`config.mk`:
```
export PLATFORM = sky130hd
export DESIGN_NAME = writeback_stage_flat
export DESIGN_NICKNAME = d
export VERILOG_FILES = /design/src/rtl/writeback_stage_if.sv /design/src/rtl/writeback_stage.sv /design/src/flat_wrapper.sv
export SDC_FILE = /design/constraint.sdc
export NUM_CORES = 2
export LEC_CHECK = 0
export CORE_MARGIN = 2
export CORE_UTILIZATION = 34
export DETAILED_ROUTE_END_ITERATION = 16
export PLACE_DENSITY_LB_ADDON = 0.2
export SLEW_MARGIN = 20
export SYNTH_ARGS = -nofsm -noshare
export SYNTH_HDL_FRONTEND = slang
export SYNTH_SLANG_ARGS = --single-unit
```
`constraint.sdc`:
```
create_clock -name clk -period 36.5 [get_ports clk]
set_clock_uncertainty 0.1 [all_clocks]
set_input_delay 5.475 -clock clk [delete_from_list [all_inputs] [get_ports clk]]
set_output_delay 5.475 -clock clk [all_outputs]
set_load 0.1 [all_outputs]
```
`src/rtl/writeback_stage_if.sv`:
```
// rtl/writeback_stage_if.sv - result offer / register-file write bundle for writeback_stage
//
// Purpose: groups the even/odd pipe result offers, the flush request and the
// register-file write ports of the writeback stage into one bundle.
// master : execution side (drives offers and flush, observes writes)
// slave  : writeback stage (consumes offers, drives writes and status)
// Signals:
//   even_*/odd_* valid, rt_addr, result, lat  result offers per pipe
//   flush                                     kill in-flight results
//   rt_addr_*, rt_*, reg_write_*              register-file write ports
//   pending_mask                              registers with a staged write
//   collision_*, lat_err, waw_conflict        status
interface writeback_stage_if #(
  parameter int DATA_W = 128,
  parameter int ADDR_W = 7
);
  logic                     even_valid;
  logic [ADDR_W-1:0]        even_rt_addr;
  logic [DATA_W-1:0]        even_result;
  logic [2:0]               even_lat;
  logic                     odd_valid;
  logic [ADDR_W-1:0]        odd_rt_addr;
  logic [DATA_W-1:0]        odd_result;
  logic [2:0]               odd_lat;
  logic                     flush;

  logic [ADDR_W-1:0]        rt_addr_even;
  logic [DATA_W-1:0]        rt_even;
  logic                     reg_write_even;
  logic [ADDR_W-1:0]        rt_addr_odd;
  logic [DATA_W-1:0]        rt_odd;
  logic                     reg_write_odd;
  logic [(1<<ADDR_W)-1:0]   pending_mask;
  logic                     collision_even;
  logic                     collision_odd;
  logic                     lat_err;
  logic                     waw_conflict;

  modport master (
    output even_valid, even_rt_addr, even_result, even_lat,
    output odd_valid, odd_rt_addr, odd_result, odd_lat,
    output flush,
    input  rt_addr_even, rt_even, reg_write_even,
    input  rt_addr_odd, rt_odd, reg_write_odd,
    input  pending_mask, collision_even, collision_odd, lat_err, waw_conflict
  );

  modport slave (
    input  even_valid, even_rt_addr, even_result, even_lat,
    input  odd_valid, odd_rt_addr, odd_result, odd_lat,
    input  flush,
    output rt_addr_even, rt_even, reg_write_even,
    output rt_addr_odd, rt_odd, reg_write_odd,
    output pending_mask, collision_even, collision_odd, lat_err, waw_conflict
  );
endinterface

```
`src/rtl/writeback_stage.sv`:
```
// rtl/writeback_stage.sv - dual-pipe latency-aligned result writeback stage
//
// Purpose: each pipe (0 = even, 1 = odd) owns a MAX_LAT-deep staging shift
// array. A result offered with latency L is placed in slot L-1 and shifts one
// slot per clock toward slot 0. Slot 0 is the register-file write register,
// so the write is seen L cycles after the offer.
// Ports:
//   clk    clock, all state on posedge
//   reset  synchronous, active-high; wins over flush and offers
//   wb     writeback_stage_if slave modport (offers in, writes/status out)
module writeback_stage #(
  parameter int MAX_LAT = 7,
  parameter int DATA_W  = 128,
  parameter int ADDR_W  = 7
) (
  input logic              clk,
  input logic              reset,
  writeback_stage_if.slave wb
);
  localparam int         NREG      = 1 << ADDR_W;
  localparam logic [3:0] MAX_LAT_W = 4'(MAX_LAT);

  // Staging slots, [pipe][slot]
  logic              r_vld  [2][MAX_LAT];
  logic [ADDR_W-1:0] r_addr [2][MAX_LAT];
  logic [DATA_W-1:0] r_data [2][MAX_LAT];
  logic              r_coll [2];
  logic              r_lat_err;

  logic              w_valid  [2];
  logic [ADDR_W-1:0] w_addr   [2];
  logic [DATA_W-1:0] w_data   [2];
  logic [2:0]        w_lat    [2];
  logic              w_legal  [2];
  logic [2:0]        w_idx    [2];
  logic              w_occ    [2];
  logic              w_accept [2];
  logic              w_coll   [2];
  logic [NREG-1:0]   w_pend;

  assign w_valid[0] = wb.even_valid;
  assign w_addr[0]  = wb.even_rt_addr;
  assign w_data[0]  = wb.even_result;
  assign w_lat[0]   = wb.even_lat;
  assign w_valid[1] = wb.odd_valid;
  assign w_addr[1]  = wb.odd_rt_addr;
  assign w_data[1]  = wb.odd_result;
  assign w_lat[1]   = wb.odd_lat;

  // Slot L-1 is occupied after this edge if slot L holds a valid entry now
  // (it shifts down). Slot MAX_LAT-1 is always free since nothing feeds it.
  always_comb begin
    for (int p = 0; p < 2; p++) begin
      w_legal[p] = (w_lat[p] != 3'd0) && ({1'b0, w_lat[p]} <= MAX_LAT_W);
      w_idx[p]   = w_lat[p] - 3'd1;
      w_occ[p]   = 1'b0;
      for (int i = 0; i < MAX_LAT - 1; i++) begin
        if (w_idx[p] == 3'(i)) w_occ[p] = r_vld[p][i+1];
      end
      w_accept[p] = w_valid[p] && w_legal[p] && !wb.flush && !w_occ[p];
      w_coll[p]   = w_valid[p] && w_legal[p] && !wb.flush && w_occ[p];
    end
  end

  always_ff @(posedge clk) begin
    if (reset) begin
      for (int p = 0; p < 2; p++) begin
        for (int i = 0; i < MAX_LAT; i++) begin
          r_vld[p][i]  <= 1'b0;
          r_addr[p][i] <= '0;
          r_data[p][i] <= '0;
        end
        r_coll[p] <= 1'b0;
      end
      r_lat_err <= 1'b0;
    end else begin
      for (int p = 0; p < 2; p++) begin
        // Flush kills everything that does not reach slot 0 at this edge;
        // the entry moving from slot 1 into slot 0 still retires.
        for (int i = 0; i < MAX_LAT - 1; i++) begin
          r_vld[p][i]  <= r_vld[p][i+1] && !(wb.flush && (i != 0));
          r_addr[p][i] <= r_addr[p][i+1];
          r_data[p][i] <= r_data[p][i+1];
        end
        r_vld[p][MAX_LAT-1] <= 1'b0;
        // A new entry overrides the shift into its target slot.
        for (int i = 0; i < MAX_LAT; i++) begin
          if (w_accept[p] && (w_idx[p] == 3'(i))) begin
            r_vld[p][i]  <= 1'b1;
            r_addr[p][i] <= w_addr[p];
            r_data[p][i] <= w_data[p];
          end
        end
        r_coll[p] <= w_coll[p];
      end
      r_lat_err <= !wb.flush &&
                   ((w_valid[0] && !w_legal[0]) || (w_valid[1] && !w_legal[1]));
    end
  end

  // Slot 0 doubles as the write register, so it is covered here as well.
  always_comb begin
    w_pend = '0;
    for (int p = 0; p < 2; p++) begin
      for (int i = 0; i < MAX_LAT; i++) begin
        if (r_vld[p][i]) w_pend[r_addr[p][i]] = 1'b1;
      end
    end
  end

  assign wb.rt_addr_even   = r_addr[0][0];
  assign wb.rt_even        = r_data[0][0];
  assign wb.reg_write_even = r_vld[0][0];
  assign wb.rt_addr_odd    = r_addr[1][0];
  assign wb.rt_odd         = r_data[1][0];
  assign wb.reg_write_odd  = r_vld[1][0];
  assign wb.pending_mask   = w_pend;
  assign wb.collision_even = r_coll[0];
  assign wb.collision_odd  = r_coll[1];
  assign wb.lat_err        = r_lat_err;
  assign wb.waw_conflict   = r_vld[0][0] && r_vld[1][0] && (r_addr[0][0] == r_addr[1][0]);
endmodule

```
`src/flat_wrapper.sv`:
```
// flat-port wrapper written by rule: the top's interface ports become plain ports
module writeback_stage_flat 
#(
  parameter int MAX_LAT = 7,
  parameter int DATA_W  = 128,
  parameter int ADDR_W  = 7
)
  (clk, reset, wb_even_valid, wb_even_rt_addr, wb_even_result, wb_even_lat, wb_odd_valid, wb_odd_rt_addr, wb_odd_result, wb_odd_lat, wb_flush, wb_rt_addr_even, wb_rt_even, wb_reg_write_even, wb_rt_addr_odd, wb_rt_odd, wb_reg_write_odd, wb_pending_mask, wb_collision_even, wb_collision_odd, wb_lat_err, wb_waw_conflict);
  writeback_stage_if #(.DATA_W(DATA_W), .ADDR_W(ADDR_W)) wb_i ();
  input logic clk;
  input logic reset;
  input wire logic [$bits(wb_i.even_valid)-1:0] wb_even_valid;
  input wire logic [$bits(wb_i.even_rt_addr)-1:0] wb_even_rt_addr;
  input wire logic [$bits(wb_i.even_result)-1:0] wb_even_result;
  input wire logic [$bits(wb_i.even_lat)-1:0] wb_even_lat;
  input wire logic [$bits(wb_i.odd_valid)-1:0] wb_odd_valid;
  input wire logic [$bits(wb_i.odd_rt_addr)-1:0] wb_odd_rt_addr;
  input wire logic [$bits(wb_i.odd_result)-1:0] wb_odd_result;
  input wire logic [$bits(wb_i.odd_lat)-1:0] wb_odd_lat;
  input wire logic [$bits(wb_i.flush)-1:0] wb_flush;
  output wire logic [$bits(wb_i.rt_addr_even)-1:0] wb_rt_addr_even;
  output wire logic [$bits(wb_i.rt_even)-1:0] wb_rt_even;
  output wire logic [$bits(wb_i.reg_write_even)-1:0] wb_reg_write_even;
  output wire logic [$bits(wb_i.rt_addr_odd)-1:0] wb_rt_addr_odd;
  output wire logic [$bits(wb_i.rt_odd)-1:0] wb_rt_odd;
  output wire logic [$bits(wb_i.reg_write_odd)-1:0] wb_reg_write_odd;
  output wire logic [$bits(wb_i.pending_mask)-1:0] wb_pending_mask;
  output wire logic [$bits(wb_i.collision_even)-1:0] wb_collision_even;
  output wire logic [$bits(wb_i.collision_odd)-1:0] wb_collision_odd;
  output wire logic [$bits(wb_i.lat_err)-1:0] wb_lat_err;
  output wire logic [$bits(wb_i.waw_conflict)-1:0] wb_waw_conflict;
  assign wb_i.even_valid = wb_even_valid;
  assign wb_i.even_rt_addr = wb_even_rt_addr;
  assign wb_i.even_result = wb_even_result;
  assign wb_i.even_lat = wb_even_lat;
  assign wb_i.odd_valid = wb_odd_valid;
  assign wb_i.odd_rt_addr = wb_odd_rt_addr;
  assign wb_i.odd_result = wb_odd_result;
  assign wb_i.odd_lat = wb_odd_lat;
  assign wb_i.flush = wb_flush;
  assign wb_rt_addr_even = wb_i.rt_addr_even;
  assign wb_rt_even = wb_i.rt_even;
  assign wb_reg_write_even = wb_i.reg_write_even;
  assign wb_rt_addr_odd = wb_i.rt_addr_odd;
  assign wb_rt_odd = wb_i.rt_odd;
  assign wb_reg_write_odd = wb_i.reg_write_odd;
  assign wb_pending_mask = wb_i.pending_mask;
  assign wb_collision_even = wb_i.collision_even;
  assign wb_collision_odd = wb_i.collision_odd;
  assign wb_lat_err = wb_i.lat_err;
  assign wb_waw_conflict = wb_i.waw_conflict;
  writeback_stage #(.MAX_LAT(MAX_LAT), .DATA_W(DATA_W), .ADDR_W(ADDR_W)) u_core (.clk(clk), .reset(reset), .wb(wb_i));
endmodule
```
== Word level (Yosys, flattened, before mapping) ==
Memories as Yosys holds them, arrays and structs flattened.
Cells that the tools add are included.

* Register bits: 1
* Latch bits: 0
* Memory bits (writable): 1906
* ROM bits: 0
* Input port bits: 281
* Output and inout port bits: 404
* Logic and storage cells: 385
* Memories: 4

{| class="wikitable"
|+ Memory list
! memory !! depth !! bits a word !! read ports !! clocked after Yosys merged registers in !! write ports !! line !! text
|-
| u_core.r_data || 2 || 896 || 2 || 0 || 2 || writeback_stage.sv:26 || <nowiki>logic [DATA_W-1:0] r_data [2][MAX_LAT];</nowiki>
|-
| u_core.r_addr || 2 || 49 || 2 || 0 || 2 || writeback_stage.sv:25 || <nowiki>logic [ADDR_W-1:0] r_addr [2][MAX_LAT];</nowiki>
|-
| u_core.r_vld || 2 || 7 || 2 || 0 || 2 || writeback_stage.sv:24 || <nowiki>logic r_vld [2][MAX_LAT];</nowiki>
|-
| u_core.r_coll || 2 || 1 || 2 || 0 || 2 || writeback_stage.sv:27 || <nowiki>logic r_coll [2];</nowiki>
|}

* Add/subtract/negate cells: 2
* Multiply operators: 0
* Div/mod/pow operators: 0
* Magnitude comparators: 28
* Eq/ne operators: 13
* Shift operators: 0
* Muxes and demuxes: 181
* Bitwise gates (word level): 95
* Reductions and logical operators: 61

{| class="wikitable"
|+ Operators by type and width
! cell !! number
|-
| two-way mux 128 bit || 40
|-
| OR 128 bit || 13
|-
| two-way mux 7 bit || 26
|-
| < comparator 7 x 8 -> 1 bit, second input constant || 14
|-
| two-way mux 1 bit || 101
|-
| demux 1 bit (select 7 bit) || 14
|-
| >= comparator 7 x 1 -> 1 bit, second input constant || 14
|-
| OR 1 bit || 82
|-
| logical AND 1 bit || 51
|-
| equality test 3 bit, second input constant || 6
|-
| equality test 3 x 2 -> 1 bit, second input constant || 4
|-
| equality test 7 bit || 1
|-
| equality test 3 x 1 -> 1 bit, second input constant || 2
|-
| logical NOT 3 bit || 2
|-
| nonzero test 3 bit || 2
|-
| subtractor 3 x 1 -> 3 bit, second input constant || 2
|-
| logical NOT 1 bit || 5
|-
| logical OR 1 bit || 1
|}

== Logic depth before layout (Yosys ltp) ==
An unclocked memory read counts as a cell.

* Depth in word-level cells: 32
* Depth in mapped cells: 9
* Depth with buffers taken out: 5

== Worst setup path after synthesis ==
Ideal clock, no wire load.

* Kind: in2reg
* Start: in reset
* End: mem u_core.r_addr[0][0] in the netlist's numbering (enable)
* Arrival time: 15401 ps
* Path slack: 20183 ps
* Cell stages on the path: 4
* Cell sequence: clkbuf_1 nor2_4 nand3_1 o21ai_0

{| class="wikitable"
|+ RTL lines
! item !! line !! text
|-
| from (decl) || flat_wrapper.sv:11 || <nowiki>input logic reset;</nowiki>
|-
| to (decl) || writeback_stage.sv:25 ||
|}

==> impl_metrics.py <==
metrics = {
    "floorplanning": {
        "die_x_microns": 534,
        "io_pins": 685,
        "design.core.area_sq_um": 279000,
        "row_count": 194,
        "start_util_pct": 34.2,
        "chipHeight_microns": 534,
        "die-area_sq_um": 285000,
    },
    "sta": {
        "maxSlewViolCount": 0,
        "hold_viol_final": 0,
        "fin_crit_ns": 10.87,
        "final.setup.tns_ns": 0,
        "rsz0062_at_grt": "false",
        "max_freq_mhz": 92.0,
        "fin_crit_sh_pct": 29.8,
        "postLayoutSetupSlackWorst_ns": 25.63,
        "maxSlewHeadroom_pct": 14.4,
        "worst_pin_slew_ns": 1.28,
        "finalSetupViolCount": 0,
    },
    "placed_design": {
        "dpl_worst_slack_ns": 26.13,
        "place_congestion": 1.04,
        "io_buffer_count": 684,
        "post-dp-hpwl_mm": 257,
        "placed_cell_area_sq_um": 110000,
    },
    "final_layout": {
        "nets": 12000,
        "final_common_cell": "nand2_1",
        "syn2layout_area_growth_pct": 22.0,
        "drive_above_1_share_pct": 4.40,
        "fillers": 27600,
        "final_area_sq_um": 116000,
        "post-route-util_pct": 41.7,
        "mostFrequentLayoutCells": "nand2_1 (3572), edfxtp_1 (1903), conb_1 (1633)",
    },
    "drt": {
        "drc": 0,
        "wl_mm": 420,
        "wl_per_cell_microns": 26.8,
        "dr.pass1.iters": 10,
        "viasPerCell": 5.36,
        "drt_iter0_markers": 9997,
        "vias": 83900,
        "postRouteAntennaNets": 0,
    },
    "worst_setup_path": {
        "r2r_end": "u_core.r_data[1][307]$_SDFFCE_PN0P_",
        "cp_max_fo": 16,
        "critPathArrivalTime_ns": 5.29,
        "max_stage_delay_ns": 1.25,
        "required_ns": 30.93,
        "worst_setup_path_start_kind": "flip-flop",
        "cp_top_family": "simple AND/OR/NAND/NOR gates",
        "endpoint": "wb_pending_mask[126]",
        "crit_type": "reg -> out",
        "rr_worst_depth": 7,
        "timing.rr.start": "u_core.r_vld[1][4]$_SDFFCE_PN0P_",
        "path_depth": 6,
        "worstPathCellList": "nor2b_1, nand3_2, o22ai_1, nor4_1, nand3_1, clkdlybuf4s50_1",
        "worstSetupEndpointType": "primary output",
        "worstSetupStartpoint": "u_core.r_vld[1][4]$_SDFFCE_PN0P_",
        "cpMaxStageDelayCell": "clkdlybuf4s50_1",
        "path_buf_inv": 1,
        "r2r_slack_ns": 32.32,
    },
    "status": {
        "status": "completed",
    },
    "pwr": {
        "p_leak_nw": 43.2,
        "power_density_nw_per_um2": 45.8,
        "power_mw": 5.33,
        "ir_worst_vdd_mv": 0.0438,
    },
    "job": {
        "cap_violations": 0,
    },
    "yosys": {
        "synth.top_cells.by_area": "edfxtp_1 (60%), nand2_1 (14%), o22ai_1 (4.8%)",
        "synth_warnings": 0,
        "synth_flop_cell": "edfxtp_1",
        "synth_edf_count": 1903,
        "async_flop_share_pct": 0,
        "synthDistinctLibCells": 63,
        "yosys.area.top_type": "edfxtp_1",
        "syn_inst": 10100,
        "avgSynthCellArea_sq_um": 9.46,
        "ys_ff_latch": 1907,
        "synth_area_sq_um": 95300,
        "ys_seq_area_share_pct": 60.0,
        "synth.top_cell.area_share_pct": 59.9,
    },
    "global_routing": {
        "grt_overflow": 0,
        "grt_pass1_vias": 78700,
        "grtUsageTotal_pct": 28.6,
        "antenna_found_initial": 45,
        "grt_pass1_wl_mm": 593,
        "grt_max_degree": 232,
    },
    "min_path": {
        "hold_path_class": "reg -> reg",
        "hold-path-cell-count": 2,
    },
    "clock_tree": {
        "clock_path_buffers": 4,
        "cts_tree": "yes",
        "root_buffer": "clkbuf_16",
        "cts_setup_buffers": 0,
        "htree_num_levels": 4,
        "clk_pin_slew_ns": 0.06,
        "cts_resized": 0,
        "clk_latency_ns": 0.88,
        "clock-sinks": 1907,
        "hold_buffers": 0,
        "cts_buffers": 213,
    },
}
## worst reg2reg max path: stages (launching register included)
cell and delay (ns):
edfxtp_1 0.69, or4bb_1 0.60, o211ai_2 0.19, a211o_4 0.56, buf_4 0.87, buf_4 0.66, nand2_1 0.15, a21oi_1 0.17
## worst min path at each step
stage / start / to / slack, ns
2_1_floorplan: u_core.r_data[0][0]$_DFFE_PP_ / u_core.r_data[0][128]$_SDFFCE_PP0P_ / 0.41
6_report: u_core.r_data[0][579]$_SDFFCE_PP0P_ / u_core.r_data[0][707]$_SDFFCE_PP0P_ / 0.41
3_5_place_dp: u_core.r_data[0][567]$_SDFFCE_PP0P_ / u_core.r_data[0][695]$_SDFFCE_PP0P_ / 0.43
3_3_place_gp: u_core.r_data[0][76]$_DFFE_PP_ / u_core.r_data[0][204]$_SDFFCE_PP0P_ / 0.42
4_1_cts: u_core.r_data[0][72]$_DFFE_PP_ / u_core.r_data[0][200]$_SDFFCE_PP0P_ / 0.41
5_1_grt: u_core.r_data[0][579]$_SDFFCE_PP0P_ / u_core.r_data[0][707]$_SDFFCE_PP0P_ / 0.43
## final cells by class
class                      count  area, sq um  area share (%)
antenna                       20         50.0          0.0430
inverter                       4         22.5          0.0194
sequential                  1907        57200            49.2
timing repair buffer         835         8120            6.98
tap                         3724         4660            4.01
clock inverter               109          947           0.814
clock buffer                 271         5610            4.82
multi-input combinational   8802        39700            34.1
## state kept, by name (all words and copies together), names as in the netlist
| name | count |
|---|---|
| u_core.r_addr | 98 |
| u_core.r_vld | 14 |
| u_core.wb.lat_err | 1 |
| u_core.r_data | 1792 |
| u_core.r_coll | 2 |
## report_power, final
part           internal [mW]  total, mW  switching [mW]
clock network           1.18       2.07           0.890
registers               2.57       2.63          0.0679
logic                  0.138      0.622           0.484
total                   3.89       5.33            1.44
## per-layer routing
layer  track usage, %  vias to the layer above  share of wire [%]
met5                0                        -              0.023
met4             12.8                       14                5.1
met3             8.04                     1093                9.9
met2             42.0                     4591                 42
met1             39.0                    41000                 42
li1                 -                    37200                  -
## kinds of logic (layout without fill, tap and decap cells)
family	after synthesis	after routing	synth area share, %
AOI/OAI and AO/OA	2137	2137	12.4
buffers and inverters	1002	1219	5.16
xor gates and xnor gates	7	7	0.0643
DFF	1907	1907	60.0
and+or+nand+nor	5020	5020	22.3
muxes	5	5	0.0551
other	1	1653	0.00393
## cells in the mapped netlist, types with 7 or more instances
library cell / n
buf_2: 112
o21ai_1: 29
nand4_1: 33
nor3b_1: 7
clkbuf_1: 566
nand2_1: 3575
buf_1: 49
edfxtp_1: 1903
nand3b_1: 7
nor2b_1: 234
nor3_1: 17
buf_4: 271
nand3_1: 404
nor4_1: 249
nand4b_1: 7
and2_1: 139
o21ai_0: 517
nor2_1: 307
a21oi_1: 814
nand2b_1: 8
o22ai_1: 728
## stage by stage
stage	cells	hold WS, ns
after floorplan	11700	0.415
after global placement	15300	0.417
after detailed placement	15300	0.425
after CTS	15700	0.409
after global routing	15700	0.431
final	15700	0.413
Note: power is estimated with default switching activity, not from simulation.
